[src/rtl/alu_pkg.sv]
// Shared definitions for the ALU front-end: opcode encoding, flag bit positions
// and wrap-around opcode stepping helpers.
package alu_pkg;

  localparam int OP_COUNT = 10;

  typedef enum logic [3:0] {
    OP_ADD    = 4'd0,
    OP_SUB    = 4'd1,
    OP_AND    = 4'd2,
    OP_OR     = 4'd3,
    OP_XOR    = 4'd4,
    OP_LSR    = 4'd5,
    OP_LSL    = 4'd6,
    OP_MOD    = 4'd7,
    OP_PASS_A = 4'd8,
    OP_DIV    = 4'd9
  } opcode_e;

  // Bit positions inside the packed {v,c,n,z} flag vector.
  localparam int FLAG_V = 3;
  localparam int FLAG_C = 2;
  localparam int FLAG_N = 1;
  localparam int FLAG_Z = 0;

  function automatic logic [3:0] op_step_up(input logic [3:0] op, input logic [3:0] op_last);
    return (op >= op_last) ? 4'd0 : op + 4'd1;
  endfunction

  function automatic logic [3:0] op_step_down(input logic [3:0] op, input logic [3:0] op_last);
    return (op == 4'd0) ? op_last : op - 4'd1;
  endfunction

endpackage

[src/rtl/btn_debouncer.sv]
// Synchronises a raw active-low button, debounces it and emits a single-cycle
// pulse when the accepted level goes from released to pressed.
module btn_debouncer #(
  parameter int DEBOUNCE_CYCLES = 500000
) (
  input  logic clk,
  input  logic rst,
  input  logic btn_n,
  output logic pressed_pulse
);

  localparam int CNT_W = (DEBOUNCE_CYCLES > 1) ? $clog2(DEBOUNCE_CYCLES) : 1;
  localparam logic [CNT_W-1:0] CNT_MAX = CNT_W'(DEBOUNCE_CYCLES - 1);

  logic             sync_meta_q;
  logic             sync_q;
  logic             state_q, state_d;
  logic [CNT_W-1:0] cnt_q, cnt_d;
  logic             pulse_q, pulse_d;

  // NOTE: every output of a combinational block gets a default first, so no
  // path leaves it unassigned and no latch is inferred.
  always_comb begin
    state_d = state_q;
    cnt_d   = cnt_q;
    pulse_d = 1'b0;
    if (sync_q == state_q) begin
      cnt_d = '0;
    end else if (cnt_q == CNT_MAX) begin
      state_d = sync_q;
      cnt_d   = '0;
      pulse_d = ~sync_q;
    end else begin
      cnt_d = cnt_q + CNT_W'(1);
    end
  end

  // NOTE: clocked state uses non-blocking assignments so every register
  // samples the pre-edge values, independent of statement order.
  always_ff @(posedge clk) begin
    if (rst) begin
      sync_meta_q <= 1'b1;
      sync_q      <= 1'b1;
      state_q     <= 1'b1;
      cnt_q       <= '0;
      pulse_q     <= 1'b0;
    end else begin
      sync_meta_q <= btn_n;
      sync_q      <= sync_meta_q;
      state_q     <= state_d;
      cnt_q       <= cnt_d;
      pulse_q     <= pulse_d;
    end
  end

  assign pressed_pulse = pulse_q;

endmodule

[src/rtl/alu_op_sequencer.sv]
// Front-end stage for the ALU: debounced opcode stepping, operand switch
// synchronisers and registered result/flags for the displays.
module alu_op_sequencer #(
  parameter int N               = 4,
  parameter int OP_COUNT        = alu_pkg::OP_COUNT,
  parameter int DEBOUNCE_CYCLES = 500000
) (
  input  logic         clk,
  input  logic         rst,
  input  logic         btn_inc_n,
  input  logic         btn_dec_n,
  input  logic [N-1:0] a_sw,
  input  logic [N-1:0] b_sw,
  input  logic [N-1:0] alu_result,
  input  logic         alu_v,
  input  logic         alu_c,
  input  logic         alu_n,
  input  logic         alu_z,
  output logic [3:0]   control,
  output logic [N-1:0] a_q,
  output logic [N-1:0] b_q,
  output logic [N-1:0] result_q,
  output logic [3:0]   flags_q,
  output logic         op_changed
);

  import alu_pkg::*;

  localparam logic [3:0] OP_LAST = 4'(OP_COUNT - 1);

  logic inc_pulse;
  logic dec_pulse;

  btn_debouncer #(
    .DEBOUNCE_CYCLES(DEBOUNCE_CYCLES)
  ) u_inc_debouncer (
    .clk          (clk),
    .rst          (rst),
    .btn_n        (btn_inc_n),
    .pressed_pulse(inc_pulse)
  );

  btn_debouncer #(
    .DEBOUNCE_CYCLES(DEBOUNCE_CYCLES)
  ) u_dec_debouncer (
    .clk          (clk),
    .rst          (rst),
    .btn_n        (btn_dec_n),
    .pressed_pulse(dec_pulse)
  );

  logic [3:0]   control_q, control_d;
  logic         op_changed_q, op_changed_d;
  logic [N-1:0] a_meta_q, a_sync_q;
  logic [N-1:0] b_meta_q, b_sync_q;
  logic [N-1:0] alu_result_q;
  logic [3:0]   alu_flags_q, alu_flags_d;

  // Simultaneous inc and dec presses cancel out.
  always_comb begin
    control_d = control_q;
    unique case ({inc_pulse, dec_pulse})
      2'b10:   control_d = op_step_up(control_q, OP_LAST);
      2'b01:   control_d = op_step_down(control_q, OP_LAST);
      default: control_d = control_q;
    endcase
    op_changed_d = (control_d != control_q);
  end

  always_comb begin
    alu_flags_d         = '0;
    alu_flags_d[FLAG_V] = alu_v;
    alu_flags_d[FLAG_C] = alu_c;
    alu_flags_d[FLAG_N] = alu_n;
    alu_flags_d[FLAG_Z] = alu_z;
  end

  always_ff @(posedge clk) begin
    if (rst) begin
      control_q    <= OP_ADD;
      op_changed_q <= 1'b0;
      a_meta_q     <= '0;
      a_sync_q     <= '0;
      b_meta_q     <= '0;
      b_sync_q     <= '0;
      alu_result_q <= '0;
      alu_flags_q  <= '0;
    end else begin
      control_q    <= control_d;
      op_changed_q <= op_changed_d;
      a_meta_q     <= a_sw;
      a_sync_q     <= a_meta_q;
      b_meta_q     <= b_sw;
      b_sync_q     <= b_meta_q;
      alu_result_q <= alu_result;
      alu_flags_q  <= alu_flags_d;
    end
  end

  assign control    = control_q;
  assign op_changed = op_changed_q;
  assign a_q        = a_sync_q;
  assign b_q        = b_sync_q;
  assign result_q   = alu_result_q;
  assign flags_q    = alu_flags_q;

endmodule

[config.mk]
export PLATFORM = sky130hd
export DESIGN_NAME = alu_op_sequencer
export DESIGN_NICKNAME = d
export VERILOG_FILES = /design/src/rtl/alu_pkg.sv /design/src/rtl/btn_debouncer.sv /design/src/rtl/alu_op_sequencer.sv
export SDC_FILE = /design/constraint.sdc
export NUM_CORES = 1
export LEC_CHECK = 0
export CAP_MARGIN = 20
export CORE_MARGIN = 10
export CORE_UTILIZATION = 49
export CTS_CLUSTER_DIAMETER = 60
export DETAILED_ROUTE_END_ITERATION = 10
export PLACE_DENSITY = 0.87
export SYNTH_ARGS = -nofsm -noshare
export SYNTH_HDL_FRONTEND = slang
export SYNTH_SLANG_ARGS = --single-unit
[constraint.sdc]
create_clock -name clk -period 1.8 [get_ports clk]
set_input_delay 0.27 -clock clk [delete_from_list [all_inputs] [get_ports clk]]
set_output_delay 0.27 -clock clk [all_outputs]
set_load 0.1 [all_outputs]
==> results of run 1 <==
synth_stat cells (all sizes together):
cell and number:
dfxtp 75, nor2 58, nor2b 27, nand2 20
xnor2 18, xor2 18, nand3 14, nand4 11
o21ai 9, buf 7, ha 7, inv 7
nor3 7, clkbuf 6, and3 5, nand2b 5
nor4b 5, or2 5, and2 4, a211oi 3
a221oi 3, nor4 3, a21oi 2, nor3b 2
o211ai 2, or4b 2, a211o 1, a21o 1
a311o 1, and2b 1, and3b 1, and4 1
and4bb 1, mux2 1, mux2i 1, o21ba 1
o221a 1, o31ai 1
repair_timing:
item                       CTS  global route
buffers inserted             0             1
pin swaps                    0             0
setup endpoints to repair    6            20
gates cloned                 0             1
hold buffers                 0             0
resized for setup            1             1
how the worst max path moves through the flow:
stage	slack, ns	cells past startpoint	end	startpoint
2_1_floorplan	-0.07	8	op_changed	control[0]
3_3_place_gp	0.08	7	op_changed	control[1]
4_1_cts	0.03	7	op_changed	control[1]
6_report	0.03	7	op_changed	control[1]
5_1_grt	-0.04	7	op_changed	control[1]
3_5_place_dp	0.01	6	u_inc_debouncer.cnt_q[15]	u_inc_debouncer.cnt_q[0]
logic make-up (layout without fill, tap and decap cells):
| kind of cell | Yosys count | in the layout |
|---|---|---|
| AND/OR/NAND/NOR | 172 | 173 |
| multiplexers | 2 | 2 |
| buffers and inverters | 20 | 72 |
| XOR/XNOR | 36 | 36 |
| adder cells (fa/ha/maj) | 7 | 7 |
| AO/OA/AOI/OAI | 25 | 25 |
| flip-flops | 75 | 75 |
metal layers:
layer  vias up  wire [um]  global-route usage [%]
li1       1230          -                       -
met3         5        512                    5.21
met4         0         38                    6.22
met2        59       3100                    20.4
met1      1133       2710                    14.5
met5         -          0                       0
power groups by stage:
| stage | registers [uW] | logic, uW | clock network, uW |
|---|---|---|---|
| after detailed placement | 1730 | 242 | 0 |
| final | 1690 | 242 | 1170 |
| after CTS | 1690 | 243 | 1210 |
| after floorplan | 1850 | 41.5 | 0 |
| after global routing | 1700 | 256 | 1270 |
| after global placement | 1730 | 240 | 0 |
placed cells by master, fill, tap and decap left out, types with 2 or more instances in the layout:
master | Yosys | final
a211oi_1 | 3 | 2
buf_12 | 0 | 5
a21oi_1 | 2 | 2
clkbuf_8 | 0 | 9
or2_2 | 4 | 4
buf_4 | 2 | 25
inv_6 | 0 | 2
o21ai_0 | 9 | 8
xnor2_1 | 18 | 18
clkdlybuf4s50_1 | 0 | 19
nor4_4 | 2 | 2
ha_1 | 7 | 5
ha_4 | 0 | 2
nand3_1 | 13 | 13
xor2_1 | 18 | 18
nand2b_1 | 5 | 5
nor2b_1 | 26 | 26
nor2_1 | 57 | 57
nand2_1 | 19 | 19
clkinvlp_4 | 0 | 4
inv_1 | 7 | 5
and2_1 | 4 | 4
nor3_1 | 7 | 7
and3_1 | 5 | 5
dfxtp_4 | 0 | 3
a221oi_1 | 2 | 2
dfxtp_1 | 75 | 71
nand4_1 | 9 | 9
nor4b_1 | 5 | 5
layout make-up:
class / instances / area, um2
Clock buffer: 9 / 124
Inverter: 7 / 28.8
Timing Repair Buffer: 49 / 478
Multi-Input combinational cell: 243 / 1650
Sequential cell: 75 / 1510
Fill cell: 512 / 2400
Clock inverter: 7 / 58.8
Tap cell: 77 / 96.3
per-stage QoR:
stage          total power (uW)  TNS (ns)  utilization (%)  cells  setup slack [ns]
2_1_floorplan              1890   -0.0653                -    337           -0.0653
3_3_place_gp               1970         0             59.0    449            0.0830
3_5_place_dp               1980         0             59.0    449            0.0131
4_1_cts                    3150         0             61.9    465            0.0339
5_1_grt                    3230   -0.0428             62.2    467           -0.0428
6_report                   3110         0             62.2    467            0.0268
sequential cells by signal, indices dropped and copies added (netlist names), 4 cells and up:
signal and cells:
u_dec_debouncer.cnt_q 19, u_inc_debouncer.cnt_q 19, a_meta_q 4, a_q 4, b_meta_q 4, b_q 4
control 4, flags_q 4, result_q 4
worst max-delay path: stages (launching register included):
cell,delay (ns)
dfxtp_4,0.39
inv_4,0.10
ha_4,0.19
o21ba_1,0.17
or4b_4,0.48
o211ai_2,0.09
a221oi_2,0.05
a211oi_1,0.22
==> results.py, run 1 <==
metrics = {
    "worst_hold_path": {
        "hold_end": "u_dec_debouncer.sync_q",
        "whs_path_depth": 1,
        "min_from": "u_dec_debouncer.sync_meta_q",
        "hp-class": "flip-flop to flip-flop",
    },
    "power": {
        "power.leakage_uw": 0.00145,
        "switching_share_pct": 26.6,
        "power.density_nw_per_um2": 787,
        "p_sw_uw": 829,
        "internal_power_uw": 2280,
        "seq_power_share_pct": 54.5,
        "power.share.clock_pct": 37.8,
        "ir_drop_uv": 673,
        "pwr-share-comb_pct": 7.8,
    },
    "clock_tree": {
        "cts_tree": "done",
        "cts_root_buffer": "clkbuf_8",
        "clock-sinks": 75,
        "clkTransAtPathRegs_ns": 0.08,
        "numCtsBuffers": 9,
        "htree_levels": 3,
        "clock_latency_ns": 0.34,
        "clockBufferDepth": 2,
    },
    "floorplanning": {
        "design.die.area_um2": 10200,
        "core_um2": 6350,
        "die_h_um": 101,
        "fp.dieW_um": 101,
        "start_util_pct": 50.6,
        "io-pin-count": 41,
        "rows": 29,
    },
    "timing": {
        "worst_pin_slew_ns": 0.442,
        "setup_viol": 0,
        "finalMaxSlewViolations": 0,
        "max_freq_mhz": 564,
        "relSlewSlack_pct": 70.4,
        "hold_viol": 0,
        "fin_skew_ns": 0.00610,
        "finalWorstPathRequiredPeriod_ns": 1.77,
        "rsz0062_at_grt": "true",
        "worst_hold_slack_ns": 0.413,
        "fin_crit_sh_pct": 98.5,
    },
    "synth": {
        "synth_compound_gate_area_share_pct": 5.77,
        "synth_top_area_cell": "dfxtp_1",
        "synth_top_family_by_area": "simple AND/OR/NAND/NOR gates",
        "synthAdderAreaFrac_pct": 2.73,
        "yosys_warnings": 0,
        "synth.area.top_cells": "dfxtp_1 47%, nor2_1 6.7%, nor2b_1 5.1%, xnor2_1 4.9%, xor2_1 4.9%",
        "synth.top_cell.area_share_pct": 46.7,
        "synth-simple-area-share_pct": 30.7,
        "ys_seq_area_share_pct": 46.7,
        "syn_area_um2": 3210,
        "synthCells": 337,
        "synth-xor-area-share_pct": 9.82,
        "syn_avg_cell_area_um2": 9.53,
        "synthMuxAreaShare_pct": 0.662,
        "synth_nets": 364,
        "yosysUniqueCellTypes": 51,
        "yosys_register_bits": 75,
    },
    "global_routing": {
        "grt_pass1_wl_um": 10800,
        "grt_use_total_pct": 12.8,
        "grt_overflow": 0,
        "grt_max_degree": 33,
        "antenna_found_initial": 0,
        "grt_pass1_vias": 2401,
    },
    "drt": {
        "wl_um": 6360,
        "viasPerCell": 5.20,
        "route.vias.total": 2427,
        "drc": 0,
        "wire_per_inst_um": 13.6,
        "ant_nets": 0,
        "drt_iter0_drc": 88,
        "firstDrtPassIters": 4,
    },
    "placement": {
        "gp_congestion": 0.877,
        "hpwl_um": 4500,
        "portBuffers": 40,
        "dpl_cell_area_um2": 3740,
    },
    "setup_path": {
        "crit_type": "flip-flop to flip-flop",
        "crit_fanout": 9,
        "worstReg2RegStart": "control[1]",
        "reg2reg_depth": 7,
        "r2r_end": "op_changed",
        "r2r_slack_ns": 0.03,
        "cp.arrival_ns": 2.04,
        "crit_required_ns": 2.06,
        "cp-end-kind": "flip-flop",
        "startpoint_type": "flip-flop",
    },
    "finish": {
        "drive_gt1_share_pct": 20.0,
        "design_area_um2": 3950,
        "antenna_cells": 0,
        "nets": 412,
        "area_delta_synth_final_pct": 23.0,
    },
    "flow_run": {
        "drv_cap": 0,
    },
    "status": {
        "status": "complete, no violations",
    },
}
(Power assumes the default switching activity.)
==> run 2, diff against run 1 <==
- RECOVER_POWER: default -> 100
- SETUP_SLACK_MARGIN: default -> 0.1
==> results.py, run 2 (synthesized netlist as in run 1, its figures left out) <==
metrics = {
    "timing": {
        "fin_skew_ns": 0.00763,
        "fin_crit_sh_pct": 93.3,
        "finalWorstPathRequiredPeriod_ns": 1.68,
        "finalMaxSlewViolations": 0,
        "rsz0062_at_grt": "false",
        "relSlewSlack_pct": 56.9,
        "hold_viol": 0,
        "setup_viol": 0,
        "worst_pin_slew_ns": 0.646,
        "tns_ns": 0,
        "max_freq_mhz": 595,
    },
    "clock_tree": {
        "numCtsBuffers": 9,
        "clock_latency_ns": 0.34,
        "holdBufCountCts": 0,
        "clockBufferDepth": 2,
        "htree_levels": 3,
        "cts_tree": "done",
        "clock-sinks": 75,
        "clkTransAtPathRegs_ns": 0.09,
        "cts_root_buffer": "clkbuf_8",
    },
    "floorplanning": {
        "die_h_um": 101,
        "design.die.area_um2": 10200,
        "fp.dieW_um": 101,
        "io-pin-count": 41,
        "core_um2": 6350,
        "start_util_pct": 50.6,
        "rows": 29,
    },
    "finish": {
        "top_regs": "u_dec_debouncer.cnt_q x19, u_inc_debouncer.cnt_q x19",
        "drive_gt1_share_pct": 22.5,
        "nets": 418,
        "area_delta_synth_final_pct": 24.0,
        "antenna_cells": 0,
        "design_area_um2": 3980,
        "layout_commonest_cell": "dfxtp_1",
        "stdcell_count": 473,
        "fin_util_pct": 62.7,
        "mostFrequentLayoutCells": "70 x dfxtp_1, 57 x nor2_1, 26 x nor2b_1",
    },
    "flow_run": {
        "drv_cap": 0,
    },
    "power": {
        "pwr-share-comb_pct": 7.1,
        "internal_power_uw": 2410,
        "power.leakage_uw": 0.00146,
        "seq_power_share_pct": 52.0,
        "power.share.clock_pct": 40.9,
        "p_sw_uw": 844,
        "switching_share_pct": 25.9,
        "ir_drop_uv": 834,
        "power.density_nw_per_um2": 818,
    },
    "setup_path": {
        "cp-end-kind": "flip-flop",
        "reg2reg_depth": 7,
        "cp.arrival_ns": 1.88,
        "r2r_slack_ns": 0.12,
        "crit_type": "flip-flop to flip-flop",
        "worstReg2RegStart": "control[1]",
        "crit_fanout": 7,
        "startpoint_type": "flip-flop",
        "r2r_end": "op_changed",
        "crit_required_ns": 2.00,
    },
    "worst_hold_path": {
        "whs_path_depth": 1,
        "hold_end": "u_inc_debouncer.sync_q",
        "min_from": "u_inc_debouncer.sync_meta_q",
        "hp-class": "flip-flop to flip-flop",
    },
    "global_routing": {
        "grt_pass1_vias": 2485,
        "grt_max_degree": 36,
        "grt_use_total_pct": 13.4,
        "grt_overflow": 0,
        "grt_pass1_wl_um": 11100,
        "antenna_found_initial": 0,
    },
    "status": {
        "status": "complete, no violations",
    },
    "drt": {
        "route.vias.total": 2494,
        "viasPerCell": 5.27,
        "drt_iter0_drc": 148,
        "drc": 0,
        "ant_nets": 0,
        "wl_um": 7060,
        "wire_per_inst_um": 14.9,
        "firstDrtPassIters": 4,
    },
    "placement": {
        "hpwl_um": 4650,
        "dpl_cell_area_um2": 3740,
        "placedCellCount": 449,
        "gp_congestion": 0.900,
        "portBuffers": 40,
    },
}
[run 2: changes by cell type in the layout (fill, tap and decap cells not counted), moves of 2 or more]
cell        delta
nor4b_2        +3
buf_4         -13
clkinv_4       +2
buf_12         -3
clkbuf_2      +20
nor4b_1        -3
clkinvlp_4     -3
[run 2: layout make-up]
| class | instances | area [um2] |
|---|---|---|
| clock buffers | 9 | 124 |
| clock inverters | 7 | 83.8 |
| fillers | 495 | 2370 |
| inverters | 7 | 28.8 |
| multi-input cells | 243 | 1700 |
| flip-flops and latches | 75 | 1520 |
| well taps | 77 | 96.3 |
| repair buffers | 55 | 435 |
[run 2: worst max-delay path by stage]
stage,from,to,slack (ns),depth (start not counted)
finish,control[1],op_changed,0.12,7
global route,u_inc_debouncer.cnt_q[0],u_inc_debouncer.state_q,0.04,7
CTS,control[1],op_changed,0.11,7
detailed placement,control[0],op_changed,0.03,7
global placement,control[0],op_changed,0.09,7
floorplan,control[1],op_changed,-0.06,7
[run 2: worst max-delay path, stage by stage (launching register included)]
cell and delay (ns):
dfxtp_4 0.37, inv_4 0.05, ha_4 0.15, and4bb_4 0.34, nor2_8 0.06, o221a_4 0.25
a211oi_1 0.21, a211oi_1 0.10
[run 2: per-stage QoR]
step	hold WS, ns	setup slack [ns]	power [uW]
after floorplan	0.374	-0.0639	1890
after global placement	0.393	0.0911	1970
after detailed placement	0.399	0.0330	1970
after CTS	0.415	0.106	3290
after global routing	0.432	0.0418	3350
final	0.408	0.120	3260
[run 2: routing by layer]
layer	global-route usage [%]	part of all wire, %	up-vias	wire [um]
li1	-	-	1238	-
met1	14.9	42	1169	2970
met2	21.0	48	78	3370
met3	6.10	8.6	9	604
met4	6.97	1.6	0	114
met5	0	0	-	0
[run 2: power by group through the flow]
| stage | sequential, uW | clock [uW] | combinational [uW] |
|---|---|---|---|
| after global routing | 1700 | 1410 | 242 |
| after global placement | 1730 | 0 | 236 |
| final | 1690 | 1330 | 230 |
| after detailed placement | 1730 | 0 | 240 |
| after floorplan | 1850 | 0 | 41.5 |
| after CTS | 1690 | 1360 | 243 |
[run 2: repair_timing]
action,4_1_cts,5_1_grt
setup buffers,2,5
resized for setup,3,12
pin swaps,0,6
endpoints found under the setup margin,23,38
cloned,0,1
==> run 3, diff against run 2 <==
- GPL_ROUTABILITY_DRIVEN: default -> 0
==> results.py, run 3 (synthesized netlist as in run 1, its figures left out) <==
metrics = {
    "placement": {
        "hpwl_um": 4670,
        "dpl_cell_area_um2": 3750,
        "portBuffers": 40,
    },
    "finish": {
        "mostFrequentLayoutCells": "68 x dfxtp_1, 57 x nor2_1, 26 x nor2b_1",
        "drive_gt1_share_pct": 24.1,
        "area_delta_synth_final_pct": 26.1,
        "antenna_cells": 0,
        "nets": 417,
        "layout_commonest_cell": "dfxtp_1",
        "design_area_um2": 4050,
        "top_regs": "u_dec_debouncer.cnt_q x19, u_inc_debouncer.cnt_q x19",
        "nFillCells": 480,
        "fin_util_pct": 63.8,
    },
    "timing": {
        "fin_skew_ns": 0.00925,
        "fin_crit_sh_pct": 95.1,
        "worst_pin_slew_ns": 0.594,
        "rsz0062_at_grt": "true",
        "finalMaxSlewViolations": 0,
        "worst_hold_slack_ns": 0.417,
        "max_freq_mhz": 584,
        "finalWorstPathRequiredPeriod_ns": 1.71,
        "setup_viol": 0,
        "relSlewSlack_pct": 60.4,
        "hold_viol": 0,
    },
    "setup_path": {
        "critPathSlowestCell": "dfxtp_1",
        "r2r_end": "u_dec_debouncer.cnt_q[3]",
        "r2r_slack_ns": 0.09,
        "critPathBufInv": 1,
        "crit_required_ns": 2.05,
        "crit_path_cell_trace": "nor4b_2, nand2_1, nor4_4, or2_4, clkbuf_4, nor2_1",
        "crit_type": "flip-flop to flip-flop",
        "cp-end-kind": "flip-flop",
        "cp_top_family": "simple AND/OR/NAND/NOR gates",
        "worstReg2RegStart": "u_dec_debouncer.cnt_q[12]",
        "cpPeakStageDelay_ns": 0.38,
        "reg2reg_depth": 6,
        "crit_fanout": 9,
        "startpoint_type": "flip-flop",
        "cp.arrival_ns": 1.96,
    },
    "worst_hold_path": {
        "min_from": "u_inc_debouncer.sync_meta_q",
        "hp-class": "flip-flop to flip-flop",
        "hold_end": "u_inc_debouncer.sync_q",
        "whs_path_depth": 1,
    },
    "global_routing": {
        "grt_pass1_wl_um": 11500,
        "grt_overflow": 0,
        "grt_max_degree": 33,
        "grt_pass1_vias": 2542,
        "antenna_found_initial": 0,
        "grt_use_total_pct": 13.8,
    },
    "clock_tree": {
        "clock_latency_ns": 0.35,
        "cts_tree": "done",
        "numCtsBuffers": 9,
        "clockBufferDepth": 2,
        "clkTransAtPathRegs_ns": 0.08,
        "clock-sinks": 75,
        "htree_levels": 3,
        "cts_root_buffer": "clkbuf_8",
        "holdBufCountCts": 0,
    },
    "floorplanning": {
        "core_um2": 6350,
        "rows": 29,
        "start_util_pct": 50.6,
        "io-pin-count": 41,
        "fp.dieW_um": 101,
        "design.die.area_um2": 10200,
        "die_h_um": 101,
    },
    "flow_run": {
        "drv_cap": 0,
    },
    "drt": {
        "route.vias.total": 2465,
        "wire_per_inst_um": 14.9,
        "drc": 0,
        "ant_nets": 0,
        "drt_iter0_drc": 117,
        "viasPerCell": 5.22,
        "firstDrtPassIters": 4,
        "wl_um": 7030,
    },
    "power": {
        "ir_drop_uv": 883,
        "power.leakage_uw": 0.00149,
        "power.total_uw": 3380,
        "power.density_nw_per_um2": 835,
    },
    "status": {
        "status": "complete, no violations",
    },
}
## run 3: metrics by stage
step | cells | setup WS [ns] | TNS (ns)
after global placement | 450 | 0.106 | 0
after detailed placement | 450 | 0.00668 | 0
after floorplan | 337 | -0.0639 | -0.0639
final | 472 | 0.0887 | 0
after CTS | 467 | 0.0506 | 0
after global routing | 472 | 0.0259 | 0
## run 3: worst reg2reg max path, stage by stage (launching register included)
cell and delay (ns):
dfxtp_1 0.38, nor4b_2 0.31, nand2_1 0.13, nor4_4 0.34, or2_4 0.18, clkbuf_4 0.19, nor2_1 0.07
## run 3: where the power goes
group / total [uW] / internal (uW) / switching (uW)
Sequential: 1690 / 1680 / 9.16
Clock: 1460 / 826 / 631
Combinational: 231 / 67.8 / 163
Total: 3380 / 2580 / 804
## run 3: how the worst max path moves through the flow
stage / start / endpoint / depth (start not counted)
after floorplan: control[1] / op_changed / 7
after global placement: control[0] / op_changed / 7
after detailed placement: control[0] / op_changed / 7
after CTS: control[1] / op_changed / 7
after global routing: u_dec_debouncer.cnt_q[0] / u_dec_debouncer.cnt_q[12] / 7
final: u_dec_debouncer.cnt_q[12] / u_dec_debouncer.cnt_q[3] / 6
## run 3: cell type report
class / count / area (um2) / share of cell area, %
multi-input combinational: 243 / 1730 / 42.8
inverter: 7 / 33.8 / 0.834
tap: 77 / 96.3 / 2.38
timing repair buffer: 54 / 440 / 10.9
sequential: 75 / 1520 / 37.5
clock buffer: 11 / 141 / 3.49
clock inverter: 5 / 86.3 / 2.13
## run 3: metal layers
layer	GRT usage, %	up-vias	share of wire (%)
li1	-	1230	-
met1	14.8	1146	43
met2	22.8	73	47
met3	6.65	16	8.3
met4	6.00	0	2.2
met5	0	-	0
## run 3: timing repair
item / 4_1_cts / 5_1_grt
gates cloned: 0 / 2
gates resized for setup: 4 / 23
buffers inserted: 1 / 3
setup endpoints to repair: 33 / 39
pin swaps: 0 / 8
